$ cat src/rtl/btn_pkg.sv
// Shared types and constants for the front-panel push-button conditioner.
package btn_pkg;

  typedef enum logic [1:0] {
    IDLE    = 2'd0,
    DEB_ON  = 2'd1,
    PRESSED = 2'd2,
    DEB_OFF = 2'd3
  } btn_state_t;

  localparam int BTN_UP    = 0;
  localparam int BTN_DOWN  = 1;
  localparam int BTN_LEFT  = 2;
  localparam int BTN_RIGHT = 3;
  localparam int BTN_MID   = 4;
  localparam int BTN_COUNT = 5;

endpackage

$ cat src/rtl/btn_channel.sv
// One button: two-flop synchroniser, debounce FSM, registered pulses, and
// optional hold (long-press) and auto-repeat counters selected by parameter.
module btn_channel
  import btn_pkg::*;
#(
  parameter logic [19:0] DEBOUNCE_CYCLES     = 20'd500000,
  parameter logic [26:0] LONG_CYCLES         = 27'd75000000,
  parameter logic [25:0] REPEAT_DELAY_CYCLES = 26'd25000000,
  parameter logic [23:0] REPEAT_RATE_CYCLES  = 24'd5000000,
  parameter bit          LONG_EN             = 1'b0,
  parameter bit          REPEAT_EN           = 1'b0
) (
  input  logic clk,
  input  logic rst_n,
  input  logic raw,
  output logic held,
  output logic press,
  output logic release_pulse,
  output logic long_pulse
);

  localparam logic [19:0] DEB_LIM = DEBOUNCE_CYCLES - 20'd1;

  logic [1:0]  sync_r;
  logic        in_s;
  btn_state_t  state_r;
  btn_state_t  state_next_s;
  logic [19:0] deb_cnt_r;
  logic        deb_inc_s;
  logic        deb_clr_s;
  logic        deb_at_lim_s;
  logic        press_s;
  logic        release_s;
  logic        rep_fire_s;
  logic        long_fire_s;

  assign in_s         = sync_r[1];
  assign deb_at_lim_s = (deb_cnt_r == DEB_LIM);

  // Synchroniser for the asynchronous pin
  always_ff @(posedge clk or negedge rst_n) begin
    if (!rst_n) begin
      sync_r <= 2'b00;
    end else begin
      sync_r <= {sync_r[0], raw};
    end
  end

  // Channel state register
  always_ff @(posedge clk or negedge rst_n) begin
    if (!rst_n) begin
      state_r <= IDLE;
    end else begin
      state_r <= state_next_s;
    end
  end

  // Next-state, debounce counter control and press/release detection
  always_comb begin
    state_next_s = state_r;
    deb_inc_s    = 1'b0;
    deb_clr_s    = 1'b0;
    press_s      = 1'b0;
    release_s    = 1'b0;
    case (state_r)
      IDLE: begin
        deb_clr_s = 1'b1;
        if (in_s) begin
          state_next_s = DEB_ON;
        end else begin
          state_next_s = IDLE;
        end
      end
      DEB_ON: begin
        if (!in_s) begin
          deb_clr_s    = 1'b1;
          state_next_s = IDLE;
        end else if (deb_at_lim_s) begin
          deb_clr_s    = 1'b1;
          press_s      = 1'b1;
          state_next_s = PRESSED;
        end else begin
          deb_inc_s    = 1'b1;
          state_next_s = DEB_ON;
        end
      end
      PRESSED: begin
        deb_clr_s = 1'b1;
        if (!in_s) begin
          state_next_s = DEB_OFF;
        end else begin
          state_next_s = PRESSED;
        end
      end
      DEB_OFF: begin
        if (in_s) begin
          deb_clr_s    = 1'b1;
          state_next_s = PRESSED;
        end else if (deb_at_lim_s) begin
          deb_clr_s    = 1'b1;
          release_s    = 1'b1;
          state_next_s = IDLE;
        end else begin
          deb_inc_s    = 1'b1;
          state_next_s = DEB_OFF;
        end
      end
      default: begin
        deb_clr_s    = 1'b1;
        state_next_s = IDLE;
      end
    endcase
  end

  // Debounce counter; bounded by DEB_LIM so it cannot wrap
  always_ff @(posedge clk or negedge rst_n) begin
    if (!rst_n) begin
      deb_cnt_r <= 20'd0;
    end else if (deb_clr_s) begin
      deb_cnt_r <= 20'd0;
    end else if (deb_inc_s) begin
      deb_cnt_r <= deb_cnt_r + 20'd1;
    end else begin
      deb_cnt_r <= deb_cnt_r;
    end
  end

  if (REPEAT_EN) begin : g_repeat
    localparam logic [25:0] DELAY_LIM = REPEAT_DELAY_CYCLES - 26'd1;
    localparam logic [25:0] RATE_LIM  = {2'b00, REPEAT_RATE_CYCLES - 24'd1};

    logic [25:0] rep_cnt_r;
    logic        rep_first_r;
    logic        rep_run_s;
    logic [25:0] rep_lim_s;

    // Counting only while steadily pressed freezes it across a release glitch.
    assign rep_run_s  = (state_r == PRESSED) && in_s;
    assign rep_lim_s  = rep_first_r ? DELAY_LIM : RATE_LIM;
    assign rep_fire_s = rep_run_s && (rep_cnt_r == rep_lim_s);

    // Repeat interval counter, restarted by every accepted press
    always_ff @(posedge clk or negedge rst_n) begin
      if (!rst_n) begin
        rep_cnt_r   <= 26'd0;
        rep_first_r <= 1'b1;
      end else if (press_s) begin
        rep_cnt_r   <= 26'd0;
        rep_first_r <= 1'b1;
      end else if (rep_fire_s) begin
        rep_cnt_r   <= 26'd0;
        rep_first_r <= 1'b0;
      end else if (rep_run_s) begin
        rep_cnt_r   <= rep_cnt_r + 26'd1;
        rep_first_r <= rep_first_r;
      end else begin
        rep_cnt_r   <= rep_cnt_r;
        rep_first_r <= rep_first_r;
      end
    end
  end else begin : g_no_repeat
    assign rep_fire_s = 1'b0;
  end

  if (LONG_EN) begin : g_long
    localparam logic [26:0] LONG_LIM = LONG_CYCLES - 27'd1;

    logic [26:0] hold_cnt_r;

    assign long_fire_s = (state_r == PRESSED) && (hold_cnt_r == LONG_LIM);

    // Hold duration counter; parks at LONG_CYCLES so the pulse fires once
    always_ff @(posedge clk or negedge rst_n) begin
      if (!rst_n) begin
        hold_cnt_r <= 27'd0;
      end else if (press_s) begin
        hold_cnt_r <= 27'd0;
      end else if ((state_r == PRESSED) && (hold_cnt_r != LONG_CYCLES)) begin
        hold_cnt_r <= hold_cnt_r + 27'd1;
      end else begin
        hold_cnt_r <= hold_cnt_r;
      end
    end
  end else begin : g_no_long
    assign long_fire_s = 1'b0;
  end

  // Registered outputs
  always_ff @(posedge clk or negedge rst_n) begin
    if (!rst_n) begin
      held          <= 1'b0;
      press         <= 1'b0;
      release_pulse <= 1'b0;
      long_pulse    <= 1'b0;
    end else begin
      held          <= (state_next_s == PRESSED) || (state_next_s == DEB_OFF);
      press         <= press_s | rep_fire_s;
      release_pulse <= release_s;
      long_pulse    <= long_fire_s;
    end
  end

endmodule

$ cat src/rtl/button_conditioner.sv
// Five-button front-panel conditioner. Define BTN_AUTOREPEAT_EN to add
// auto-repeat on the up and down buttons; middle always reports long press.
module button_conditioner
  import btn_pkg::*;
#(
  parameter logic [19:0] DEBOUNCE_CYCLES     = 20'd500000,
  parameter logic [26:0] LONG_CYCLES         = 27'd75000000,
  parameter logic [25:0] REPEAT_DELAY_CYCLES = 26'd25000000,
  parameter logic [23:0] REPEAT_RATE_CYCLES  = 24'd5000000
) (
  input  logic       clk,
  input  logic       rst_n,
  input  logic [4:0] btn_raw,
  output logic [4:0] btn_held,
  output logic [4:0] btn_press,
  output logic [4:0] btn_release,
  output logic       middle_long
);

`ifdef BTN_AUTOREPEAT_EN
  localparam bit REPEAT_ON = 1'b1;
`else
  localparam bit REPEAT_ON = 1'b0;
`endif

  logic [4:0] long_s;

  for (genvar i = 0; i < BTN_COUNT; i++) begin : g_ch
    btn_channel #(
      .DEBOUNCE_CYCLES     (DEBOUNCE_CYCLES),
      .LONG_CYCLES         (LONG_CYCLES),
      .REPEAT_DELAY_CYCLES (REPEAT_DELAY_CYCLES),
      .REPEAT_RATE_CYCLES  (REPEAT_RATE_CYCLES),
      .LONG_EN             (i == BTN_MID),
      .REPEAT_EN           (REPEAT_ON && ((i == BTN_UP) || (i == BTN_DOWN)))
    ) u_channel (
      .clk           (clk),
      .rst_n         (rst_n),
      .raw           (btn_raw[i]),
      .held          (btn_held[i]),
      .press         (btn_press[i]),
      .release_pulse (btn_release[i]),
      .long_pulse    (long_s[i])
    );
  end

  // Only the middle channel has a hold counter; the other bits are tied low.
  assign middle_long = |long_s;

endmodule

$ cat config.mk
export PLATFORM = sky130hd
export DESIGN_NAME = button_conditioner
export DESIGN_NICKNAME = d
export VERILOG_FILES = /design/src/rtl/btn_pkg.sv /design/src/rtl/btn_channel.sv /design/src/rtl/button_conditioner.sv
export SDC_FILE = /design/constraint.sdc
export NUM_CORES = 1
export LEC_CHECK = 0
export CAP_MARGIN = 0
export CORE_MARGIN = 3
export CORE_UTILIZATION = 28
export DETAILED_ROUTE_END_ITERATION = 12
export GPL_ROUTABILITY_DRIVEN = 0
export PLACE_DENSITY = 0.53
export SLEW_MARGIN = 10
export SYNTH_ARGS = -nofsm -noshare
export SYNTH_HDL_FRONTEND = slang
export SYNTH_SLANG_ARGS = --single-unit
$ cat constraint.sdc
create_clock -name clk -period 5.8 [get_ports clk]
set_clock_uncertainty 0.05 [all_clocks]
set_input_delay 1.16 -clock clk [delete_from_list [all_inputs] [get_ports clk]]
set_output_delay 1.16 -clock clk [all_outputs]
set_load 0.005 [all_outputs]
== Word level (Yosys, flattened, before mapping) ==
Cells that the tools add are included.
Widths: inputs -> output; s select.
Word-level totals
  bits in registers: 163
  logic and storage cells: 200
  input port bits: 7
  output and inout port bits: 16
Cells by class
  add/subtract/negate cells: 6
  equality and inequality tests: 32
  muxes and demuxes: 107
  reduce and logical (&&, ||, !) cells: 23
Operators by type and width (count)
  $mux 20: 10
  $add 20x1->20 const B: 5
  $eq 20x19->1 const B: 5
  $mux 1: 60
  $mux 27: 2
  $eq 2x2->1 const B: 20
  $mux 2: 20
  $pmux 2 s4: 5
  $add 27x1->27 const B: 1
  $eq 27x27->1 const B: 1
  $ne 27x27->1 const B: 1
  $pmux 1 s3: 5
  $reduce_bool 2->1: 6
  $eq 2x1->1 const B: 5
  $logic_not 2->1: 5
  $pmux 1 s2: 5
  $reduce_or 2->1: 5
  $logic_or 1x1->1: 5
  $logic_and 1x1->1: 2

== Logic depth before layout (Yosys ltp) ==
  depth in word-level cells: 6
  gate-level depth with buffers: 8
  depth with buffers taken out: 6

== Modules after synthesis ==
A second synthesis with hierarchy kept.
Second synthesis, totals
  cells, all modules: 755
  area total of the unflattened synthesis: 7721.2 um2
By module, submodules not included
  btn_channel (g_ch[0].u_channel ...): instances 4, area each 1231.2 um2, cells each 117, sequential area each 650.6 um2
  btn_channel (g_ch[4].u_channel): instances 1, area each 2783.9 um2, cells each 284, sequential area each 1376.3 um2
  button_conditioner: instances 1, area each 12.5 um2, cells each 3, sequential area each 0.0 um2

== Least setup slack after synthesis ==
OpenSTA, ideal clock, no wires.
  kind: register to register
  start point: register g_ch[2].u_channel.deb_cnt_r[0]
  end point: register g_ch[2].u_channel.deb_cnt_r[10]
  data required time: 5.618 ns
  clock period less this slack: 1.919 ns
  data arrival time: 1.737 ns
  path slack: 3.881 ns
  stages on the path, launching flop included: 8
  library setup time: 0.132 ns
  path buffers: 1
  cells stage by stage: dfrtp_1 ha_1 nand4_1 or4_1 nor3_1 nand3b_1 clkbuf_1 nor2_1
On the way
  word-level cells in the longest chain between the ends: 5
  elaborated cells between the ends (all ways): 13
  classes of those cells: add/sub: 1; eq/ne: 1; mux: 10; reduce/logical: 1
Ends and longest elaborated chain
  start: declaration: line btn_channel.sv:28  | logic [19:0] deb_cnt_r;
  start signal: assignment: line btn_channel.sv:122  | deb_cnt_r <= deb_cnt_r + 20'd1;
  start signal: assignment: line btn_channel.sv:124  | deb_cnt_r <= deb_cnt_r;
  parallel branches: the longest is 5 deep, another holds $add 20x1->20
Parallel ways; which one is timed is not known. The select of a mux whose other input is x is not followed.
A chain may end at the register's enable or synchronous reset.

== Worst setup path after layout ==
  start point: register g_ch[4].u_channel.release_pulse
  end point: output btn_release[4]
RTL lines
  start: declaration: line btn_channel.sv:18  | output logic release_pulse,
  start signal: assignment: line btn_channel.sv:198  | release_pulse <= release_s;
  end: declaration: line button_conditioner.sv:16  | output logic [4:0] btn_release,
No word-level cell between the ends.

==> impl_metrics.csv <==
group,metric,value,unit
synth,ys_async_sr_fraction,100,%
global_route,grt_start_max_net_pins,80,
sta,whs,299,ps
setup_path,max_stage_delay,500,ps
global_route,grtUsageTotal,10.3,%
cts,cts-resized-gates,0,
min_path,hold_class,"flop to flop",
setup_path,crit_path_cell_trace,"clkdlybuf4s50_1",
synth,synth_edf_count,0,
routing,vias,5154,
setup_path,crit_arrival,1270,ps
sta,rsz0062_at_grt,"false",
placed_design,io_buffers,22,
routing,viasPerCell,4.65,
sta,hold_viol,0,
power_and_ir_drop,p_leak,3.53,nW
placed_design,dp.cells,1076,
synth,syn_area,7590,sq um
run_status,status,"finished clean",
cells_and_area,drive_above_1_share,7.50,%
routing,wl_per_cell,12.7,um
routing,drt-met1-wl,7110,um
cells_and_area,antenna_cells,0,
routing,drc,0,
setup_path,crit_buf_inv,1,
cells_and_area,final_common_cell,"dfrtp_1",
power_and_ir_drop,vdd_drop_max,0.157,mV
cts,clk_pin_slew,70,ps
synth,yosys.area.top_type,"dfrtp_1",
synth,synth_top_area_share,53.8,%
die,num_rows,59,
routing,ant_nets,0,
cts,holdBufCountCts,0,
synth,ys.warnings.count,0,
synth,synth_fp_nets,760,
cts,clkSinkCount,163,
routing,wl_met3,408,um
global_route,overflow,0,
sta,period_share,42.7,%
cts,clockBufferDepth,2,
cells_and_area,nNetsFinal,774,
die,die_width,171,um
die,core,26400,sq um
die,ios,23,
placed_design,place_worst_setup_slack,3380,ps
setup_path,cp_slowest_cell,"clkdlybuf4s50_1",
placed_design,dp_hpwl,9180,um
cells_and_area,final_cell_mix,"163 x dfrtp_1, 136 x nor2_1, 58 x xor2_1, 56 x nand3_1, 44 x xnor2_1",
synth,avgSynthCellArea,10.2,sq um
setup_path,endpoint_kind,"output pin",
die,dieArea,29100,sq um
cts,cts_tree,"built",
sta,finalSetupViolCount,0,
cts,cts_root_buffer,"clkbuf_16",
sta,finalSetupTns,0,ps
routing,routed-wl-met2,6320,um
synth,synthFlopType,"dfrtp_1",
synth,synth_seq_cells,163,
cts,worstSkewPairLatency,430,ps
die,initial_core_util,28.8,%
sta,final.min_clock_period,2480,ps
cts,cts_made_buffers,17,
sta,worst_pin_slew,999,ps
power_and_ir_drop,cellPowerDensity,271,nW/um^2
setup_path,crit_family,"buffers and inverters",
global_route,antenna_found_initial,0,
cells_and_area,final_util,32.9,%
routing,routed_wl,14000,um
synth,yosysUniqueCellTypes,41,
die,die_h,171,um
synth,synth_area_leaders,"dfrtp_1 54%, nor2_1 6.7%, xor2_1 6.7%",
cts,post_cts_buffers,0,
setup_path,cp-start-kind,"flop",
routing,first_pass_iters,4,
sta,slew_viol_final,0,
global_route,grt_pass1_vias,5130,
synth,yosysSeqAreaShare,53.8,%
synth,postSynthCellCount,746,
global_route,grt_first_pass_wirelength,24500,um
job,cap_violations,0,
routing,dr.max_layer_used,"met4",
sta,fmax,0.404,GHz
routing,drtIter0Drc,331,
cells_and_area,layoutNonFillerInstCount,1108,
setup_path,cp_max_fo,1,
sta,timing.final.ws_setup,3320,ps
setup_path,worstSetupPathType,"flop to output pin",
cts,htree_levels,4,
cells_and_area,areaGrowthSynthToFinish,14.3,%
setup_path,cp.required,4590,ps
sta,relSlewSlack,32.8,%
==> final cells by class <==
class,count,area (sq um)
clock buffers,18,439
clock inverters,14,168
fillers,2642,17700
inverters,17,63.8
multi-input cells,535,3250
flip-flops and latches,163,4080
well taps,335,419
repair buffers,26,251
==> Yosys cell counts, types with 2 or more instances <==
| cell | instances |
|---|---|
| a21oi_1 | 11 |
| and2_1 | 7 |
| and3_1 | 21 |
| and4_1 | 9 |
| buf_2 | 3 |
| buf_4 | 16 |
| clkbuf_1 | 10 |
| dfrtp_1 | 163 |
| ha_1 | 7 |
| inv_1 | 17 |
| mux2_2 | 10 |
| nand2_1 | 39 |
| nand3_1 | 56 |
| nand3b_1 | 4 |
| nand4_1 | 41 |
| nor2_1 | 136 |
| nor3_1 | 12 |
| nor3b_1 | 11 |
| nor4_1 | 9 |
| nor4b_1 | 7 |
| o211ai_1 | 3 |
| o21ai_0 | 17 |
| o31ai_1 | 2 |
| or2_2 | 3 |
| or3_1 | 11 |
| or4_1 | 5 |
| or4_4 | 2 |
| xnor2_1 | 44 |
| xor2_1 | 58 |
==> kinds of logic after synthesis <==
| group | Yosys count | synth area share, % |
|---|---|---|
| AND/OR/NAND/NOR | 382 | 26.0 |
| flip-flops | 163 | 53.8 |
| XOR/XNOR | 102 | 11.8 |
| buffers and inverters | 48 | 3.35 |
| AO/OA/AOI/OAI | 34 | 2.46 |
| multiplexers | 10 | 1.48 |
| adder cells (fa/ha/maj) | 7 | 1.15 |
==> report_power, final <==
part           leakage (nW)  internal, mW  total [mW]  switching, mW
clock network         0.292         0.660        1.15          0.494
logic                  1.00        0.0101      0.0466         0.0365
registers              2.24          1.14        1.15        0.00756
total                  3.53          1.82        2.35          0.538
==> state kept, by name, indices dropped and copies added (netlist names) <==
name                              cells
g_ch.u_channel.g_long.hold_cnt_r     27
g_ch.u_channel.release_pulse          5
g_ch.u_channel.deb_cnt_r            100
g_ch.u_channel.press                  5
g_ch.u_channel.sync_r                10
g_ch.u_channel.held                   5
g_ch.u_channel.state_r               10
g_ch.u_channel.long_pulse             1
==> through the flow <==
stage	total power [mW]	instance area, sq um
finish	2.35	8670
CTS	2.39	8670
floorplan	1.19	7590
global route	2.46	8670
detailed placement	1.22	8070
global placement	1.22	8070
==> metal layers <==
metal	vias to the layer above	global-route usage [%]
li1	2581	-
met1	2507	14.0
met2	52	16.0
met3	14	2.87
met4	0	3.21
met5	-	0
==> worst paths after layout <==
kind                                                  from                              end  slack (ps)  depth (start not counted)
max in group asynchronous                            rst_n   g_ch[4].u_channel.deb_cnt_r[7]        3940                          2
min in group asynchronous                            rst_n  g_ch[3].u_channel.deb_cnt_r[17]         710                          1
min                            g_ch[4].u_channel.sync_r[0]      g_ch[4].u_channel.sync_r[1]         300                          0
min reg2reg                    g_ch[4].u_channel.sync_r[0]      g_ch[4].u_channel.sync_r[1]         300                          0
max reg2reg                 g_ch[2].u_channel.deb_cnt_r[0]   g_ch[2].u_channel.deb_cnt_r[6]        3410                          6
max                        g_ch[4].u_channel.release_pulse                   btn_release[4]        3320                          1
Note: power is estimated with default switching activity, not from simulation.
